File: config.mk
export PLATFORM = sky130hd
export DESIGN_NAME = clk_div_prog
export DESIGN_NICKNAME = d
export VERILOG_FILES = /design/src/rtl/clk_div_prog.sv
export SDC_FILE = /design/constraint.sdc
export NUM_CORES = 1
export LEC_CHECK = 0
export BUFFER_PORTS_ARGS = -buffer_cell sky130_fd_sc_hd__buf_2
export CAP_MARGIN = 30
export CORE_UTILIZATION = 58
export CTS_BUF_LIST = sky130_fd_sc_hd__clkbuf_8
export CTS_CLUSTER_DIAMETER = 100
export DETAILED_ROUTE_END_ITERATION = 8
export GPL_TIMING_DRIVEN = 0
export PLACE_DENSITY = 0.8
export SYNTH_ARGS = -nofsm -noshare
export SYNTH_HDL_FRONTEND = slang
export SYNTH_SLANG_ARGS = --single-unit
File: constraint.sdc
create_clock -name i_ref_clk -period 2.65 [get_ports i_ref_clk]
set_input_delay 0.3975 -clock i_ref_clk [delete_from_list [all_inputs] [get_ports i_ref_clk]]
set_output_delay 0.3975 -clock i_ref_clk [all_outputs]
set_load 0.05 [all_outputs]
File: src/rtl/clk_div_prog.sv
// clk_div_prog: programmable integer clock divider.
//
// Divides i_ref_clk by a programmable integer ratio N (0..2^WIDTH-1).
// A divided period is exactly N reference cycles. The output is high for
// floor(N/2) cycles, or for exactly N/2 cycles on odd N when ODD_DUTY_50=1
// (a falling-edge flop adds half a cycle to the high phase). New ratios and
// enable changes take effect only in IDLE or at a period boundary, so the
// output never glitches. Ratio 1 bypasses the reference clock straight
// through. Ratio 0 holds the output low.
//
// Ports:
//   i_ref_clk   reference clock (rising edge; falling edge for odd-duty flop)
//   i_rst       asynchronous active-high reset
//   i_clk_en    divider enable, sampled in IDLE or at a period boundary
//   i_div_ratio requested ratio N, sampled in IDLE or at a period boundary
//   o_div_clk   divided clock
//   o_tick      high for the last reference cycle of each divided period
//   o_active    high while the divider is running
module clk_div_prog #(
    parameter int WIDTH       = 8,
    parameter bit ODD_DUTY_50 = 1'b0
) (
    input  logic             i_ref_clk,
    input  logic             i_rst,
    input  logic             i_clk_en,
    input  logic [WIDTH-1:0] i_div_ratio,
    output logic             o_div_clk,
    output logic             o_tick,
    output logic             o_active
);

    typedef enum logic {
        ST_IDLE = 1'b0,
        ST_RUN  = 1'b1
    } state_t;

    localparam logic [WIDTH-1:0] RATIO_ONE = WIDTH'(1);

    state_t           state_q, state_d;
    logic [WIDTH-1:0] cnt_q, cnt_d;
    logic [WIDTH-1:0] ratio_q, ratio_d;
    logic             q_pos_q, q_pos_d;
    logic             byp_q, byp_d;

    logic [WIDTH-1:0] half;
    logic [WIDTH:0]   cnt_inc;
    logic             at_boundary;
    logic             start_ok;
    logic             odd_ext;

    assign half = ratio_q >> 1;

    // One extra bit so cnt+1 cannot wrap when ratio_q is at its maximum.
    assign cnt_inc     = {1'b0, cnt_q} + {{WIDTH{1'b0}}, 1'b1};
    assign at_boundary = (state_q == ST_RUN) && (cnt_inc == {1'b0, ratio_q});
    assign start_ok    = i_clk_en && (i_div_ratio > RATIO_ONE);

    // State register
    always_ff @(posedge i_ref_clk or posedge i_rst) begin
        if (i_rst) begin
            state_q <= ST_IDLE;
            cnt_q   <= '0;
            ratio_q <= '0;
            q_pos_q <= 1'b0;
            byp_q   <= 1'b0;
        end else begin
            state_q <= state_d;
            cnt_q   <= cnt_d;
            ratio_q <= ratio_d;
            q_pos_q <= q_pos_d;
            byp_q   <= byp_d;
        end
    end

    // Next-state and datapath update
    always_comb begin
        state_d = state_q;
        cnt_d   = cnt_q;
        ratio_d = ratio_q;
        q_pos_d = q_pos_q;
        byp_d   = byp_q;
        case (state_q)
            ST_IDLE: begin
                cnt_d   = '0;
                q_pos_d = 1'b0;
                byp_d   = i_clk_en && (i_div_ratio == RATIO_ONE);
                if (start_ok) begin
                    ratio_d = i_div_ratio;
                    q_pos_d = 1'b1;
                    byp_d   = 1'b0;
                    state_d = ST_RUN;
                end
            end
            ST_RUN: begin
                if (!at_boundary) begin
                    cnt_d   = cnt_inc[WIDTH-1:0];
                    q_pos_d = (cnt_inc < {1'b0, half});
                end else begin
                    // Period boundary: the only place inputs are resampled.
                    cnt_d = '0;
                    if (start_ok) begin
                        ratio_d = i_div_ratio;
                        q_pos_d = 1'b1;
                    end else begin
                        q_pos_d = 1'b0;
                        state_d = ST_IDLE;
                    end
                end
            end
            default: begin
                state_d = ST_IDLE;
            end
        endcase
    end

    // Odd-ratio half-cycle extension of the high phase.
    generate
        if (ODD_DUTY_50) begin : g_odd_duty
            logic q_neg_q;
            logic q_neg_d;

            assign q_neg_d = q_pos_q;

            always_ff @(negedge i_ref_clk or posedge i_rst) begin
                if (i_rst) begin
                    q_neg_q <= 1'b0;
                end else begin
                    q_neg_q <= q_neg_d;
                end
            end

            assign odd_ext = q_neg_q & ratio_q[0] & (state_q == ST_RUN);
        end else begin : g_floor_duty
            assign odd_ext = 1'b0;
        end
    endgenerate

    // Outputs. byp_q only changes in IDLE while the divided output is low,
    // so switching the mux onto the reference clock cannot glitch.
    always_comb begin
        o_active = (state_q == ST_RUN);
        o_tick   = at_boundary;
        if ((state_q == ST_IDLE) && byp_q) begin
            o_div_clk = i_ref_clk;
        end else begin
            o_div_clk = q_pos_q | odd_ext;
        end
    end

endmodule

==> results of run 1 <==
[worst max-delay path, stage by stage (launching register included)]
cell and delay (ns):
dfrtp_1 0.38, xor3_1 0.44, nor3_2 0.21, nand4_1 0.16, buf_4 0.17, o41ai_2 0.34, and2b_1 0.17, buf_4 0.16
mux2_1 0.34
[routing by layer]
layer,wire length (um),global-route usage (%),vias to the layer above
li1,-,-,398
met1,1000,28.8,404
met2,1190,39.7,24
met3,76,6.27,9
met4,74,16.0,0
met5,0,0,-
[state kept, by name, indices dropped and copies added (netlist names)]
register	count
ratio_q	8
byp_q	1
cnt_q	8
q_pos_q	1
o_active	1
[power groups by stage]
stage | combinational [W] | clock [W] | sequential, W
2_1_floorplan | 0.00000605 | 0.000000332 | 0.000295
3_3_place_gp | 0.0000169 | 0.000000332 | 0.000295
3_5_place_dp | 0.0000173 | 0.000000332 | 0.000295
4_1_cts | 0.0000174 | 0.000327 | 0.000290
5_1_grt | 0.0000194 | 0.000336 | 0.000290
6_report | 0.0000172 | 0.000319 | 0.000290
[final timing paths]
check                                       start                endpoint  slack (ns)  depth (start not counted)
max reg2reg                ratio_q[2]$_DFFE_PP0P_  ratio_q[3]$_DFFE_PP0P_        0.17                          8
min                                         i_rst  ratio_q[7]$_DFFE_PP0P_        0.14                          2
min reg2reg                ratio_q[7]$_DFFE_PP0P_  ratio_q[7]$_DFFE_PP0P_        0.50                          1
max                        ratio_q[2]$_DFFE_PP0P_  ratio_q[3]$_DFFE_PP0P_        0.17                          8
max in group asynchronous                   i_rst      cnt_q[2]$_DFF_PP0_        2.00                          2
min in group i_ref_clk             i_div_ratio[7]  ratio_q[7]$_DFFE_PP0P_        0.26                          2
[synth_stat cells]
library cell  number
a211oi_1           1
a21boi_0           1
a21oi_1            1
and2_1             1
and2b_1            1
buf_2              1
buf_4              1
dfrtp_1           19
ha_1               7
inv_1             10
mux2_1             8
mux2_2             1
nand2_1            7
nand2b_1           2
nand3_1            1
nand3_2            1
nand4_1            2
nor2_1             4
nor2_2             1
nor2b_1            5
nor3_1             3
nor4_1             2
o2111ai_1          1
o211ai_1           1
o21ai_0            1
o21bai_1           1
o41ai_1            1
o41ai_2            1
or3_1              1
xnor2_1            7
xnor3_1            4
xor2_1             3
xor3_1             1
[cells in the final DEF (no fill, tap or decap), types with 2 or more instances in the layout]
| master | n |
|---|---|
| buf_2 | 13 |
| buf_4 | 4 |
| clkbuf_8 | 6 |
| dfrtp_1 | 17 |
| dfrtp_2 | 2 |
| ha_1 | 6 |
| inv_1 | 11 |
| mux2_1 | 8 |
| nand2_1 | 7 |
| nand2b_1 | 2 |
| nand4_1 | 2 |
| nor2_1 | 4 |
| nor2b_1 | 5 |
| nor3_2 | 2 |
| xnor2_1 | 7 |
| xnor3_1 | 4 |
| xor2_1 | 3 |
[final cells by class]
cell class	instances	area share, %
clock inverter	1	0.268
sequential	19	34.2
inverter	10	2.68
multi-input combinational	71	47.1
tap	25	2.24
clock buffer	7	6.26
buffer	2	0.894
timing repair buffer	15	6.35
[what timing repair did]
item / CTS / global route
resized for setup: 6 / 3
pin swaps: 4 / 5
endpoints found under the setup margin: 9 / 1
setup buffers: 1 / 2
hold endpoints to repair: 0 / 0
[cell families (layout without fill, tap and decap cells)]
group | after synthesis | in the layout | synth area share, %
flip-flops | 19 | 19 | 41.1
multiplexers | 9 | 9 | 8.77
adder cells (fa/ha/maj) | 7 | 7 | 7.58
AND/OR/NAND/NOR | 31 | 31 | 14.4
XOR/XNOR | 15 | 15 | 17.4
buffers and inverters | 12 | 35 | 4.33
AO/OA/AOI/OAI | 9 | 9 | 6.39
[metrics by stage]
stage	total power [W]	setup slack, ns	area (um2)	hold slack, ns
finish	0.000626	0.171	1400	0.141
global route	0.000645	0.0221	1400	0.211
CTS	0.000634	0.0639	1370	0.161
detailed placement	0.000313	0.00974	1250	0.482
global placement	0.000313	0.0627	1250	0.468
floorplan	0.000302	0.226	1160	0.349
==> summary.txt, run 1 <==
Final layout
  • Fin util: 77.6%
  • Share of layout cells above drive strength 1: 27.2%
  • Non-Filler Instances: 150
  • Register area: 478 um2
  • Antenna cells: 0
  • NumNets Final: ~140
  • Synthesis-to-layout area growth: 21.0%
  • Fill count: between 100 and 150
  • Multi-input gate area: 659 um2

Drt
  • Vias per inst: around 5.6
  • Vias: 835
  • Detailed Routing Iterations Pass 1: 4
  • Post-DRT Antenna Nets: 0
  • DRC: 0
  • DRT Wirelength: 2.34 mm
  • Iter 0 DRT Violations: 16
  • WL per Instance: 15.6 um

STA
  • Tightest Pin Transition: 0.725 ns
  • Final setup vio count: 0
  • Final period util: 93.5%
  • Max Slew Vio Count: 0
  • Relative slew slack: 51.6%
  • Clk_skew: between 0.005 and 0.006 ns
  • Setup_tns: 0 ns
  • Final hold viol count: 0
  • Fmax: 403 MHz
  • Unrepaired setup endpoints after global routing: false
  • Minimum clock period: 2.48 ns

Floorplan
  • Core box area: around 1800 um2
  • # rows: 15
  • I/O pin count: 14
  • Starting Density: between 60 and 70%
  • Die Ht: 46.6 um
  • Die Wd: ~47 um
  • Die area: 2180 um2

Synth
  • Leading area contributor after synthesis: dfrtp_1
  • Synth Register Bits: 19
  • Yosys top cell area share: 41.1%
  • Synth cell types: 33
  • Sequential area share after synthesis: 41.1%
  • Syn Inst Count: 102
  • Ranking of synthesized cells by area: dfrtp_1 (41%), mux2_1 (7.8%), xnor3_1 (7.8%)
  • Syn avg cell area: between 10 and 15 um2
  • Mapped Area: ~1200 um2
  • Ys Warns: 0
  • Syn_nets: 120

Worst setup path
  • Endpoint class of the critical path: flip-flop
  • WP data arrival: 2.72 ns
  • Crit path max fanout: 9
  • Critical path required time: 2.89 ns
  • CP Launch Type: flip-flop
  • WS Path Type: reg2reg

Pwr
  • Net switching power: 0.000130 W
  • Sequential share of power: 46.3%
  • Peak VDD IR: approximately 0.00046 V
  • Switching Share: 20.8%
  • Combinational fraction of design power: 2.7%
  • Pleak: 0.676 nW
  • Power per cell area: roughly 450 nW/um2
  • Internal power: 0.000495 W
  • Clk pwr share: around half

GRT
  • Global-route wire length before repair: 3.54 mm
  • Total gr overflow: 0
  • Total GRT Usage: 24.7%
  • Largest net degree at the start of global routing: 20
  • Vias in the first global route: roughly 850
  • Initial antenna violation count: 0

Place
  • Estimated wirelength of the detail-placed design: 1.59 mm
  • Final Wtd Congestion: 0.836
  • Port Buf Inserts: 13
  • Placed Cells: 140

Outcome
  • Status: completed

Min path
  • Worst min path class: in2async

CTS
  • Worst-path clk slew: approximately 0.070 ns
  • Hold Buf Count CTS: 0
  • Worst-skew pair later-pin latency: around 0.36 ns
  • TritonCTS clock tree: yes

Flow run
  • MaxCap Viol Count: 0
Note: power is estimated with default switching activity, not from simulation.
==> inputs of run 2 (changes only) <==
CTS_CLUSTER_SIZE = 25   (was unset)
REMOVE_ABC_BUFFERS = 1   (was unset)
==> run 2 against run 1 <==
  * Flip-flop and latch count unchanged
  * Sequential power about the same
  * Critical path depth down 1
  * Fmax down 2.7%
  * Design area up 1.7%
  * Clock skew down 0.0045 ns
  * Clock-buffer cell count unchanged
  * Via count up 3.4%
  * Largest cell class unchanged
  * Largest power group unchanged
==> summary.txt, run 2 (synthesized netlist as in run 1, its figures left out) <==
Worst setup path
  • Crit path max-delay cell type: dfrtp_2
  • WP depth: 7 (-1)
  • CP endpoint: o_tick
  • Worst setup startpoint: cnt_q[0]$_DFF_PP0_
  • Delay-heaviest family, CP: simple AND/OR/NAND/NOR gates
  • CP Launch Type: flip-flop
  • Register-to-Register Path Depth: 9 (+1)
  • Crit path max fanout: 4 (-5)
  • WS Path Type: reg2out
  • Worst R2R Start: cnt_q[0]$_DFF_PP0_
  • R2R Path End: ratio_q[6]$_DFFE_PP0P_
  • Worst reg2reg setup slack: 0.15 ns (-0.02 ns)
  • CP cell instances: ha_4, xor3_1, nor3_2, nand4_1, nor4_1, and2_1, buf_6
  • Endpoint class of the critical path: primary output
  • Worst path buffer plus inverter count: 1 (-1)
  • Critical path required time: 2.25 ns (-0.64 ns)
  • Crit-path max cell delay: 0.44 ns (about the same)
  • WP data arrival: 2.15 ns (-0.57 ns)

CTS
  • Worst-skew pair later-pin latency: 0.36 ns (about the same)
  • Hold Buf Count CTS: 0 (unchanged)
  • TritonCTS clock tree: yes
  • Worst-path clk slew: 0.07 ns (about the same)

GRT
  • Total gr overflow: 0 (unchanged)
  • Largest net degree at the start of global routing: 20 (unchanged)
  • Vias in the first global route: 819 (-3.3%)
  • Global-route wire length before repair: 3.57 mm (+0.79%)
  • Total GRT Usage: 25.5% (+0.80 points)
  • Initial antenna violation count: 0 (unchanged)

Floorplan
  • I/O pin count: 14 (unchanged)
  • Die Wd: 46.6 um (unchanged)
  • Core box area: 1800 um2 (unchanged)
  • Die area: 2180 um2 (unchanged)
  • Starting Density: 64.2% (unchanged)
  • # rows: 15 (unchanged)
  • Die Ht: 46.6 um (unchanged)

Pwr
  • Pleak: 0.681 nW (+0.69%)
  • Power per cell area: 439 nW/um2 (-1.8%)
  • Peak VDD IR: 0.000341 V (-26%)

Final layout
  • NumNets Final: 146 (+1.4%)
  • Design Area, Final: 1420 um2 (+1.7%)
  • Fill count: 108 (-15%)
  • Register area: 477 um2 (-0.26%)
  • Multi-input gate area: 674 um2 (+2.3%)
  • Most frequent cells in the layout: dfrtp_1 (18), buf_2 (12), inv_1 (11)
  • Antenna cells: 0 (unchanged)
  • Biggest regs: cnt_q: 8 flops, ratio_q: 8 flops
  • Commonest non-fill, non-tap cell in the layout: dfrtp_1
  • Fin util: 79.0% (+1.3 points)
  • Share of layout cells above drive strength 1: 26.8% (-0.43 points)
  • Non-Filler Instances: 152 (+1.3%)
  • Synthesis-to-layout area growth: 23.1%

Drt
  • Vias: 863 (+3.4%)
  • Iter 0 DRT Violations: 14 (-2)
  • WL per Instance: 16.1 um (+3.5%)
  • Post-DRT Antenna Nets: 0 (unchanged)
  • DRC: 0 (unchanged)
  • Detailed Routing Iterations Pass 1: 4 (unchanged)
  • Vias per inst: 5.68 (+2.0%)
  • DRT Wirelength: 2.45 mm (+4.9%)

STA
  • Clk_skew: 0.00114 ns (-0.00451 ns)
  • Fmax: 393 MHz (-2.7%)
  • Minimum clock period: 2.55 ns (+0.0675 ns)
  • Max Slew Vio Count: 0 (unchanged)
  • Final setup vio count: 0 (unchanged)
  • Relative slew slack: 51.6% (about the same)
  • Final period util: 96.1% (+2.5 points)
  • Final hold viol count: 0 (unchanged)
  • Tightest Pin Transition: 0.726 ns (+0.000540 ns)

Place
  • Port Buf Inserts: 13 (unchanged)
  • Estimated wirelength of the detail-placed design: 1.51 mm (-4.7%)
  • Placed Cells: 139 (-0.71%)
  • Placed Area: 1250 um2 (-0.40%)
  • Final Wtd Congestion: 0.869 (+4.0%)

Outcome
  • Status: completed

Min path
  • Worst min path class: in2async

Flow run
  • MaxCap Viol Count: 0 (unchanged)
## run 2: report_power, final
part / internal [W] / total (W) / switching [W]
clock network: 0.000199 / 0.000318 / 0.000118
registers: 0.000290 / 0.000290 / 0
logic: 0.00000653 / 0.0000177 / 0.0000111
## run 2: routing by layer
layer  GRT usage [%]  routed length (um)  vias to the layer above  share of wire [%]
li1                -                   -                      402                  -
met1            30.3                1030                      418                 42
met2            38.1                1240                       36                 51
met3            9.02                 131                        7                5.3
met4            17.7                  55                        0                2.2
met5               0                   0                        -                  0
## run 2: stage by stage
stage	power [W]	worst slack, ns	hold slack, ns	setup TNS, ns
4_1_cts	0.000632	0.00504	0.167	0
2_1_floorplan	0.000302	-0.227	0.349	-1.82
3_5_place_dp	0.000313	-0.628	0.473	-5.26
3_3_place_gp	0.000313	-0.772	0.468	-7.32
6_report	0.000625	0.104	0.150	0
5_1_grt	0.000645	-0.00513	0.217	-0.00513
## run 2: what timing repair did
| item | in CTS | in global routing |
|---|---|---|
| buffers inserted | 3 | 2 |
| resized for setup | 8 | 2 |
| hold endpoints to repair | 0 | 0 |
| pin swaps | 3 | 3 |
| gates cloned | 0 | 1 |
| setup endpoints to repair | 10 | 9 |
## run 2: layout make-up
cell class | instances | area share (%)
Clock buffer | 7 | 6.16
Clock inverter | 1 | 0.264
Inverter | 10 | 2.64
Multi-Input combinational cell | 72 | 47.4
Sequential cell | 19 | 33.5
Tap cell | 25 | 2.20
Timing Repair Buffer | 18 | 7.83
## run 2: how the worst min path moves through the flow
stage	slack, ns	end	from
finish	0.15	ratio_q[2]$_DFFE_PP0P_	i_rst
global route	0.22	cnt_q[2]$_DFF_PP0_	i_rst
CTS	0.17	ratio_q[2]$_DFFE_PP0P_	i_rst
detailed placement	0.47	byp_q$_DFFE_PP0N_	byp_q$_DFFE_PP0N_
global placement	0.47	byp_q$_DFFE_PP0N_	byp_q$_DFFE_PP0N_
floorplan	0.35	byp_q$_DFFE_PP0N_	i_rst
==> inputs of run 3 (changes only) <==
CORE_UTILIZATION = 53   (was 58)
PLACE_DENSITY = 0.77   (was 0.8)
SKIP_LAST_GASP = 1   (was unset)
clock period = 2.04 ns   (was 2.65 ns; I/O delays follow)
==> run 3 against run 2 <==
  * The run now ends with negative setup slack left
  * Largest cell class unchanged
  * Sequential power grew 30%
  * Largest power group unchanged
  * Flip-flop and latch count unchanged
  * Critical path type unchanged
  * Critical path depth decreased by 1
  * Highest routed layer unchanged
  * Wire length up 19%
  * Register-to-register slack lost 0.47 ns
  * Total power increased by 29%
  * Design area grew 8.5%
  * Clock-buffer cell count unchanged
  * Sequential share of layout area fell by 2.6 points
  * Global-route usage grew 2.0 points
  * Combinational power up 34%
  * Clock power is 28% higher
==> summary.txt, run 3 (synthesized netlist as in run 1, its figures left out) <==
Outcome
  • Failing checks: negative setup slack
  • Status: finished, violations left

Final layout
  • Share of layout cells above drive strength 1: 40.2% (+13 points)
  • Most frequent cells in the layout: dfrtp_1 (17), buf_2 (12), inv_1 (11)
  • Biggest regs: cnt_q: 8 flops, ratio_q: 8 flops
  • NumNets Final: 151 (+3.4%)
  • Non-Filler Instances: 159 (+4.6%)
  • Commonest non-fill, non-tap cell in the layout: dfrtp_1
  • Fill count: 122 (+13%)
  • Design Area, Final: 1540 um2 (+8.5%)
  • Antenna cells: 0 (unchanged)
  • Synthesis-to-layout area growth: 33.5%

GRT
  • Total GRT Usage: 27.4% (+2.0 points)
  • Initial antenna violation count: 0 (unchanged)
  • Largest net degree at the start of global routing: 20 (unchanged)
  • Total gr overflow: 0 (unchanged)
  • Vias in the first global route: 1,042 (+27%)
  • Global-route wire length before repair: 4.68 mm (+31%)

Worst setup path
  • Register-to-Register Path Depth: 8 (-1)
  • Delay-heaviest family, CP: simple AND/OR/NAND/NOR gates
  • Worst path buffer plus inverter count: 1 (unchanged)
  • WS Path Type: reg2out
  • Endpoint class of the critical path: primary output
  • CP cell instances: xor3_1, nor3_2, nand4_1, nor4_1, and2_1, buf_6
  • Worst setup startpoint: cnt_q[2]$_DFF_PP0_
  • WP depth: 6 (-1)
  • Crit path max fanout: 5 (+1)
  • Worst R2R Start: cnt_q[0]$_DFF_PP0_
  • CP endpoint: o_tick
  • Crit path max-delay cell type: dfrtp_2
  • Critical path required time: 1.73 ns (-0.52 ns)
  • CP Launch Type: flip-flop
  • Worst reg2reg setup slack: -0.32 ns (-0.47 ns)
  • WP data arrival: 2.19 ns (+0.04 ns)
  • Crit-path max cell delay: 0.47 ns (+0.03 ns)
  • R2R Path End: ratio_q[2]$_DFFE_PP0P_

Place
  • Final Wtd Congestion: 0.916 (+5.3%)
  • Placed Area: 1250 um2 (+0.20%)
  • Placed Cells: 141 (+1.4%)
  • Port Buf Inserts: 13 (unchanged)
  • Estimated wirelength of the detail-placed design: 1.60 mm (+5.4%)

Drt
  • Post-DRT Antenna Nets: 0 (unchanged)
  • Vias: 902 (+4.5%)
  • Vias per inst: 5.67 (about the same)
  • DRT Wirelength: 2.93 mm (+19%)
  • DRC: 0 (unchanged)
  • Detailed Routing Iterations Pass 1: 4 (unchanged)
  • WL per Instance: 18.4 um (+14%)
  • Iter 0 DRT Violations: 9 (-5)

Min path
  • Worst min path class: in2async

STA
  • Final setup vio count: 10 (+10)
  • Minimum clock period: 2.50 ns
  • Tightest Pin Transition: 0.752 ns (+0.0260 ns)
  • Final setup margin: -0.459 ns (-0.562 ns)
  • Max Slew Vio Count: 0 (unchanged)
  • Relative slew slack: 49.8% (-1.7 points)
  • Final period util: 122%
  • Final hold viol count: 0 (unchanged)
  • Clk_skew: 0.00250 ns (+0.00136 ns)
  • Unrepaired setup endpoints after global routing: true
  • Fmax: 400 MHz
  • Setup_tns: -3.07 ns (-3.07 ns)

CTS
  • Worst-path clk slew: 0.07 ns (about the same)
  • Hold Buf Count CTS: 0 (unchanged)
  • TritonCTS clock tree: yes
  • Worst-skew pair later-pin latency: 0.36 ns (about the same)

Pwr
  • Final total power: 0.000807 W (+29%)
  • Pleak: 0.710 nW (+4.3%)
  • Power per cell area: 522 nW/um2 (+19%)
  • Peak VDD IR: 0.000608 V (+78%)

Floorplan
  • Die area: 2370 um2 (+9.0%)
  • Die Ht: 48.7 um (+4.4%)
  • Starting Density: 57.8% (-6.4 points)
  • Core box area: 2000 um2 (+11%)
  • I/O pin count: 14 (unchanged)
  • # rows: 16 (+1)
  • Die Wd: 48.7 um (+4.4%)

Flow run
  • MaxCap Viol Count: 0 (unchanged)
==> run 3: final cells by class <==
cell class | instances | area [um2] | area share, %
clock buffer | 7 | 87.6 | 5.67
clock inverter | 1 | 3.75 | 0.243
inverter | 10 | 37.5 | 2.43
multi-input combinational | 72 | 739 | 47.9
sequential | 19 | 478 | 31.0
tap | 27 | 33.8 | 2.19
timing repair buffer | 23 | 164 | 10.6
==> run 3: how the worst min path moves through the flow <==
stage,cells past startpoint,end,startpoint
4_1_cts,2,byp_q$_DFFE_PP0N_,i_rst
5_1_grt,2,ratio_q[4]$_DFFE_PP0P_,i_rst
6_report,2,ratio_q[4]$_DFFE_PP0P_,i_rst
3_5_place_dp,2,cnt_q[0]$_DFF_PP0_,i_rst
2_1_floorplan,1,byp_q$_DFFE_PP0N_,i_rst
3_3_place_gp,2,cnt_q[0]$_DFF_PP0_,i_rst
==> run 3: through the flow <==
step | utilization [%] | hold WS (ns) | setup WS, ns
final | 77.1 | 0.0750 | -0.459
after global routing | 77.1 | 0.131 | -0.585
after CTS | 74.5 | 0.0761 | -0.351
after detailed placement | 62.4 | 0.452 | -1.22
after global placement | 62.1 | 0.452 | -1.38
after floorplan | - | 0.257 | -0.837
==> run 3: timing repair <==
| item | in CTS | in global routing |
|---|---|---|
| resized for setup | 23 | 8 |
| pin swaps | 7 | 1 |
| gates cloned | 1 | 0 |
| endpoints found under the setup margin | 19 | 14 |
| buffers inserted | 8 | 3 |
==> run 3: where the power goes <==
part,total (W),leakage (nW),switching (W),internal (W)
sequential,0.000376,0.237,0,0.000376
clock,0.000407,0.0602,0.000148,0.000258
combinational,0.0000237,0.412,0.0000150,0.00000869
total,0.000807,0.710,0.000163,0.000643
==> run 3: metal layers <==
layer	vias to the layer above	routed length (um)	global-route usage [%]	share of wire [%]
li1	411	-	-	-
met1	468	1240	30.4	42
met2	20	1610	45.1	55
met3	3	56	8.49	1.9
met4	0	24	18.1	0.82
met5	-	0	0	0
